`src/rtl/mandelbrot_iter.sv`:
```
// mandelbrot_iter
// ----------------------------------------------------------------------------
// Iterative Mandelbrot escape-time engine. The engine takes one point c and
// iterates z <- z^2 + c (starting at z = 0), one iteration per clock. It
// reports how many iterations ran before |z|^2 exceeded 4.0, or MAX_ITER if
// the point never escaped. Only one point is in flight at a time.
//
// Numbers are signed fixed point Q(WIDTH-FRAC).FRAC.
//
// Ports
//   clk           rising-edge clock
//   rst_n         asynchronous active-low reset
//   in_valid      c_re/c_im carry a point
//   in_ready      engine is idle and will accept a point this cycle
//   c_re, c_im    point coordinates, legal range [-2.0, 2.0)
//   out_valid     escape_count holds a finished result
//   out_ready     downstream accepts the result
//   escape_count  iteration count at escape, or MAX_ITER
// ----------------------------------------------------------------------------
module mandelbrot_iter #(
  parameter int WIDTH    = 18,
  parameter int FRAC     = 14,
  parameter int MAX_ITER = 255
) (
  input  logic                    clk,
  input  logic                    rst_n,
  input  logic                    in_valid,
  output logic                    in_ready,
  input  logic signed [WIDTH-1:0] c_re,
  input  logic signed [WIDTH-1:0] c_im,
  output logic                    out_valid,
  input  logic                    out_ready,
  output logic [7:0]              escape_count
);

  // Products are formed at double width so nothing is lost before the
  // fractional shift; the magnitude only needs WIDTH+2 bits because the
  // escape test keeps |z| small enough that |z|^2 stays well under 64.
  localparam int PW = 2 * WIDTH;
  localparam int MW = WIDTH + 2;
  localparam logic [MW-1:0] FOUR = MW'(4) << FRAC;
  localparam logic [7:0]    ITER_CAP = 8'(MAX_ITER);

  typedef enum logic [1:0] {
    IDLE = 2'd0,
    ITER = 2'd1,
    DONE = 2'd2
  } state_t;

  state_t                  state_reg;
  logic signed [WIDTH-1:0] c_re_reg;
  logic signed [WIDTH-1:0] c_im_reg;
  logic signed [WIDTH-1:0] z_re_reg;
  logic signed [WIDTH-1:0] z_im_reg;
  logic [7:0]              n_reg;
  logic [7:0]              count_reg;
  logic                    in_ready_reg;
  logic                    out_valid_reg;

  // --------------------------------------------------------------------------
  // Datapath: one full iteration step evaluated combinationally from z
  // --------------------------------------------------------------------------
  logic signed [PW-1:0] z_re_ext;
  logic signed [PW-1:0] z_im_ext;
  logic signed [PW-1:0] c_re_ext;
  logic signed [PW-1:0] c_im_ext;
  logic signed [PW-1:0] zr2;
  logic signed [PW-1:0] zi2;
  logic signed [PW-1:0] zri;
  logic [MW-1:0]        mag;
  logic                 escaped;
  logic                 at_cap;
  logic signed [WIDTH-1:0] z_re_next;
  logic signed [WIDTH-1:0] z_im_next;

  // Size casts of signed operands sign-extend.
  assign z_re_ext = PW'(z_re_reg);
  assign z_im_ext = PW'(z_im_reg);
  assign c_re_ext = PW'(c_re_reg);
  assign c_im_ext = PW'(c_im_reg);

  assign zr2 = (z_re_ext * z_re_ext) >>> FRAC;
  assign zi2 = (z_im_ext * z_im_ext) >>> FRAC;
  assign zri = (z_re_ext * z_im_ext) >>> FRAC;

  // Both squares are non-negative, so the sum is treated as unsigned.
  assign mag     = MW'(zr2 + zi2);
  assign escaped = (mag > FOUR);
  assign at_cap  = (n_reg == ITER_CAP);

  // The escape test precedes every update, so only |z| <= 2 reaches here and
  // the truncation to WIDTH never wraps for legal c.
  assign z_re_next = WIDTH'(zr2 - zi2 + c_re_ext);
  assign z_im_next = WIDTH'((zri <<< 1) + c_im_ext);

  // --------------------------------------------------------------------------
  // Control FSM with registered handshake outputs
  // --------------------------------------------------------------------------
  always_ff @(posedge clk or negedge rst_n) begin
    if (!rst_n) begin
      state_reg     <= IDLE;
      c_re_reg      <= '0;
      c_im_reg      <= '0;
      z_re_reg      <= '0;
      z_im_reg      <= '0;
      n_reg         <= '0;
      count_reg     <= '0;
      in_ready_reg  <= 1'b1;
      out_valid_reg <= 1'b0;
    end else begin
      case (state_reg)
        IDLE: begin
          if (in_valid) begin
            c_re_reg     <= c_re;
            c_im_reg     <= c_im;
            z_re_reg     <= '0;
            z_im_reg     <= '0;
            n_reg        <= '0;
            in_ready_reg <= 1'b0;
            state_reg    <= ITER;
          end
        end

        ITER: begin
          if (escaped) begin
            count_reg <= n_reg;
            state_reg <= DONE;
          end else if (at_cap) begin
            count_reg <= ITER_CAP;
            state_reg <= DONE;
          end else begin
            z_re_reg <= z_re_next;
            z_im_reg <= z_im_next;
            n_reg    <= n_reg + 8'd1;
          end
        end

        DONE: begin
          // The count is registered on DONE entry; out_valid follows one
          // cycle later so the color mapper always sees a settled count
          // straight from a flop. The handshake only completes once
          // out_valid is actually presented.
          if (!out_valid_reg) begin
            out_valid_reg <= 1'b1;
          end else if (out_ready) begin
            out_valid_reg <= 1'b0;
            in_ready_reg  <= 1'b1;
            state_reg     <= IDLE;
          end
        end

        default: begin
          out_valid_reg <= 1'b0;
          in_ready_reg  <= 1'b1;
          state_reg     <= IDLE;
        end
      endcase
    end
  end

  assign in_ready     = in_ready_reg;
  assign out_valid    = out_valid_reg;
  assign escape_count = count_reg;

endmodule
```
`config.mk`:
```
export PLATFORM = sky130hd
export DESIGN_NAME = mandelbrot_iter
export DESIGN_NICKNAME = d
export VERILOG_FILES = /design/src/rtl/mandelbrot_iter.sv
export SDC_FILE = /design/constraint.sdc
export NUM_CORES = 2
export LEC_CHECK = 0
export CAP_MARGIN = 0
export CORE_MARGIN = 2
export CORE_UTILIZATION = 40
export CTS_BUF_LIST = sky130_fd_sc_hd__clkbuf_16
export CTS_CLUSTER_SIZE = 12
export DETAILED_ROUTE_END_ITERATION = 10
export PLACE_DENSITY = 0.56
export SLEW_MARGIN = 30
export SYNTH_ARGS = -nofsm -noshare
export SYNTH_HDL_FRONTEND = slang
export SYNTH_SLANG_ARGS = --single-unit
```
`constraint.sdc`:
```
create_clock -name clk -period 11.56 [get_ports clk]
set_input_delay 1.156 -clock clk [delete_from_list [all_inputs] [get_ports clk]]
set_output_delay 1.156 -clock clk [all_outputs]
set_load 0.005 [all_outputs]
```
# Yosys cells after proc, flatten, opt, wreduce, memory -nomap -nowiden

Index checks and enable logic that the tools add are counted.

Register bits: 92
Input bits: 40
Output and inout bits: 10

Add/subtract/negate cells: 5
Multipliers: 3
$lt $le $gt $ge: 1
Equal/unequal tests: 9
Muxes and demuxes: 26
Bitwise gates (word level): 1
Reduce and logical (&&, ||, !) cells: 9

Operators with widths:

| cell                 | count |
|---|---|
| $mux 18              | 5 |
| $pmux 18 s2          | 2 |
| $mul 18x18->34       | 2 |
| $mux 8               | 5 |
| $add 18x18->18       | 2 |
| $mul 18x18->31       | 1 |
| $add 20x20->20       | 1 |
| $gt 20x17->1 const B | 1 |
| $sub 18x18->18       | 1 |
| $pmux 8 s2           | 1 |
| $reduce_and 4->1     | 3 |
| $mux 2               | 5 |
| $ne 2x2->1 const B   | 5 |
| $add 8x1->8 const B  | 1 |
| $eq 8x8->1 const B   | 1 |
| $pmux 2 s3           | 1 |
| $mux 1               | 5 |
| $reduce_and 2->1     | 2 |
| $reduce_bool 2->1    | 2 |
| $ne 3x3->1 const B   | 1 |
| $pmux 1 s3           | 1 |
| $eq 2x1->1 const B   | 1 |
| $eq 2x2->1 const B   | 1 |
| $logic_not 2->1      | 1 |
| other kinds (3)      | 3 |

# Depth between registers and ports, before layout

Depth after elaboration: 6
Mapped depth: 43

# Worst setup path after synthesis

OpenSTA, ideal clock, no wires.

Path type: register -> register
Start point: register z_im_reg[3]
End point: register z_im_reg[17]
Library setup time: 0.096 ns
Arrival: 9.752 ns
Required time: 11.464 ns
Setup slack: 1.712 ns
Stages on the path, launching flop included: 43
Buffers on the path: 4
Period minus slack after synthesis: 9.848 ns
Cell sequence: dfrtp_1 clkbuf_1 clkbuf_1 nand2_1 fa_1 inv_1 fa_1 inv_1 fa_1 fa_1 inv_1 fa_1 inv_1 fa_1 inv_1 ha_1 a21oi_1 nand2_1 (+7 left out) nand2_1 a21oi_1 xnor2_1 ha_1 a21oi_1 nand2b_1 a2111oi_0 o21bai_1 o31ai_1 maj3_1 o41ai_2 a2111oi_2 or3_1 nand3_2 or3_1 buf_6 buf_6 o32ai_2

Cells in the longest elaborated chain, start to end: 5
Elaborated cells between the ends (all ways): 10
Those cells by class: add/sub (2); mul (2); order compare (1); eq/ne (1); mux (3); reduce/logical (1)

Ends and longest elaborated chain:

| element                                                          | line    | RTL |
|---|---|---|
| start, declared                                                  | 54      | `logic signed [WIDTH-1:0] z_im_reg;` |
| start signal, assigned                                           | 133     | `z_im_reg <= z_im_next;` |
| $mul 18x18->34 or $mul 18x18->31 (tied branches)                 | 83, 84  |  |
| $add 20x20->20 or $add 18x18->18 (tied branches)                 | 87, 94  |  |
| $gt 20x17->1 or $mux 18 (tied branches)                          | 88, 128 |  |
| $ne 2x2->1 (no source line) or $mux 18 (tied branches)           | --      |  |
| $reduce_and 4->1 (no source line) or $pmux 18 s2 (tied branches) | --      |  |

Several ways; a longest one is shown, not always the timed one. The select of a mux whose other input is x is not followed.
A chain may end at the register's enable or synchronous reset.

# Worst setup path after layout

Start point: register z_im_reg[8]
End point: register z_im_reg[0]

Cells in the longest elaborated chain, start to end: 5

Ends and longest elaborated chain:

| element                           | line | RTL |
|---|---|---|
| $mul 18x18->34                    | 83   | `assign zi2 = (z_im_ext * z_im_ext) >>> FRAC;` |
| $add 20x20->20                    | 87   | `assign mag = MW'(zr2 + zi2);` |
| $gt 20x17->1                      | 88   | `assign escaped = (mag > FOUR);` |
| $ne 2x2->1 (no source line)       | --   |  |
| $reduce_and 4->1 (no source line) | --   |  |

No other way between the ends.

==> summary.md <==
| Metric | Value |
|---|---|
| Max Clk Rate | `0.0927 GHz` |
| Drt total wl | `93,200 um` |
| Synth Area in Compound Gates | `6.19%` |
| Final Max Slew Viols | `0` |
| Die W | `309 um` |
| Gr usage total | `20.7%` |
| DRC | `0` |
| Part of the power in the clock network | `4.8%` |
| Relative slew slack | `39.1%` |
| DR vias | `25,556` |
| Final worst slack | `0.777 ns` |
| Crit path DAT | `11.06 ns` |
| # IOs | `50` |
| Worst slack, placed | `0.281 ns` |
| Switching share of power | `57.7%` |
| Critical path class | `flip-flop to flip-flop` |
| Post-Synth XOR/XNOR Area | `3.77%` |
| # Post-CTS Setup Buffers | `0` |
| Combinational Power Share | `87.3%` |
| Remaining antenna violation count after routing | `0` |
| Average wire per standard cell | `17.6 um` |
| Iter 0 DRT Violations | `1,415` |
| Commonest cells in the netlist | `1,157 x inv_1, 874 x fa_1, 535 x nand2_1, 323 x ha_1, 202 x and2_1` |
| P_sw | `0.00436 W` |
| Initial antenna violation count | `0` |
| Synthesized area per cell | `9.11 sq um` |
| Gpl congestion | `0.881` |
| Worst-path clk slew | `0.07 ns` |
| Post-placement cell count | `5,285` |
| Post-synthesis sequential area ratio | `6.19%` |
| Largest cells by area after synthesis | `fa_1 47%, inv_1 12%, ha_1 11%` |
| Area Growth Syn to Fin | `6.09%` |
| Die area | `0.0955 sq mm` |
| Crit share post-route | `93.3%` |
| Final core occ | `43.0%` |
| Post-Syn Area | `0.0372 sq mm` |
| Count leader, synth | `inv_1` |
| P per Cell Area | `191 mW/mm^2` |
| Synth top area share | `47.0%` |
| Async S/R FF share, synth | `100%` |
| Min Tclk post-route | `10.78 ns` |
| Post-synthesis simple-gate area fraction | `12.2%` |
| Proportion of synthesized area in mux cells | `0.346%` |
| Total CTS buffers | `9` |
| H-tree depth | `3` |
| GR Overflow Total | `0` |
| P_leak | `20.3 nW` |
| CTS sink count | `92` |
| Post-synth top area cell | `fa_1` |
| Die H | `309 um` |
| Net count after synthesis | `5,326` |
| Drt first pass iters | `5` |
| Status | `finished clean` |
| Clock Tree Buf Depth | `2` |
| Ys Warns | `0` |
| Worst path slowest cell | `or3_4` |
| Max-cap violations | `0` |
| Critical Path Max Stage Delay | `0.63 ns` |
| Worst Path Required | `11.84 ns` |
| Final Non-Filler Cells | `5,302` |
| Main combinational cell family by area after synthesis | `adder cells` |
| Layout Skew | `0.0162 ns` |
| Type of origin of the critical path | `flip-flop` |
| Post-Synth Adder-Cell Area | `57.9%` |
| Worst Hold Class | `flip-flop to flip-flop` |
| Layout cells sized above 1 | `3.28%` |
| Setup Viol. Count Final | `0` |
| TritonCTS clock tree | `built` |
| Maximum vdd drop | `0.290 mV` |
| Setup crit end kind | `flip-flop` |
| Drt via density | `4.82` |
| Port bufs | `49` |
| Vias in the first global route | `27,381` |
| Cell Rows | `111` |
| Setup TNS | `0 ns` |
| Fin Hold WS | `0.478 ns` |
| Synth Instances | `4,089` |
| Total core area | `0.0919 sq mm` |
| Sequential Power Share | `7.9%` |
| Actual slew at the worst max-slew pin | `0.914 ns` |
| Top_reg_cell synth | `dfrtp_1` |
| CP Max Fanout | `19` |
| ANT cells | `0` |
| Largest net degree at the start of global routing | `67` |
| Nets@finish | `5,291` |
| Initial Utilization | `40.5%` |
| Clock latency on the worst-skew pair | `0.38 ns` |
| Internal power | `0.00320 W` |
| Hold Fails Final Rpt | `0` |
| Number of synthesized flops with an enable pin | `0` |
| Clock Root Buffer | `clkbuf_16` |
| Seq cells post-synth | `92` |
| First-pass GRT wire length | `152,000 um` |
| RSZ-0062 raised after global routing | `false` |
| Dpl hpwl | `76,800 um` |
| Unique cell type count in the Yosys netlist | `79` |
power groups by stage:
stage	Clock (W)	Combinational, W	Sequential [W]
final	0.000365	0.00659	0.000597
after global routing	0.000383	0.00738	0.000613
after CTS	0.000373	0.00652	0.000595
after detailed placement	0	0.00647	0.000600
after global placement	0	0.00645	0.000599
after floorplan	0	0.00486	0.000499
routing by layer:
layer  vias to the layer above  wire length [um]  global-route usage [%]  part of all wire (%)
li1                      11853                 -                       -                     -
met1                     13052             41200                    28.7                    44
met2                       565             44400                    34.1                    48
met3                        86              5110                    3.17                   5.5
met4                         0              2440                    4.87                   2.6
met5                         -                 0                       0                     0
timing repair:
| item | CTS | global route |
|---|---|---|
| resized for setup | 0 | 13 |
| hold buffers | 0 | 0 |
| setup endpoints to repair | 0 | 52 |
stage by stage:
| step | total power, W | cell area [sq um] |
|---|---|---|
| 6_report | 0.00756 | 39500 |
| 5_1_grt | 0.00838 | 39500 |
| 4_1_cts | 0.00749 | 39500 |
| 3_5_place_dp | 0.00707 | 39100 |
| 3_3_place_gp | 0.00705 | 39100 |
| 2_1_floorplan | 0.00536 | 37200 |
final timing paths:
check	cells after the start	slack, ns	end	start
hold / removal	2	0.48	in_ready$_DFFE_PN1P_	in_ready$_DFFE_PN1P_
setup / recovery	40	0.78	z_im_reg[0]$_DFFE_PN0P_	z_im_reg[8]$_DFFE_PN0P_
hold reg to reg	2	0.48	in_ready$_DFFE_PN1P_	in_ready$_DFFE_PN1P_
max in group asynchronous	2	9.56	z_im_reg[0]$_DFFE_PN0P_	rst_n
min in group asynchronous	1	0.83	c_re_reg[14]$_DFFE_PN0P_	rst_n
setup reg to reg	40	0.78	z_im_reg[0]$_DFFE_PN0P_	z_im_reg[8]$_DFFE_PN0P_
worst max-delay path: cells and delay by family (launching register included):
kind,cells,cell delay [ns]
adder cells (fa/ha/maj),9,4.04
AO/OA/AOI/OAI,15,3.76
AND/OR/NAND/NOR,8,1.78
buffers and inverters,7,0.51
flip-flops,1,0.35
XOR/XNOR,1,0.20
final cells by class:
type                       count  area, sq um
clock buffer                   9          225
tap                         1243         1560
clock inverter                 7          123
fill                        9240        52400
sequential                    92         2310
inverter                    1166         4380
timing repair buffer         109          946
multi-input combinational   2676        30000
kinds of logic (layout without fill, tap and decap cells):
family | count (synthesis) | in the layout
fa+ha+maj | 1198 | 1198
flops | 92 | 92
xor+xnor | 157 | 157
buf+inv | 1322 | 1291
simple gates | 991 | 992
mux | 12 | 12
compound gates | 317 | 317
cell usage in the layout, fill, tap and decap left out, types with 11 or more instances in the layout:
cell type,instances
inv_1,1157
fa_1,874
nand2_1,535
ha_1,323
and2_1,202
nor2_1,115
xnor2_1,107
dfrtp_1,88
a21oi_1,87
buf_4,60
o21ai_0,50
clkdlybuf4s50_1,48
xor2_1,47
nand2b_1,37
nor2b_1,22
a21o_1,22
nand3_1,20
nor3_1,20
o21bai_1,13
o22ai_1,13
o21a_1,12
and3_1,11
Power figures use the tool's default switching activity.
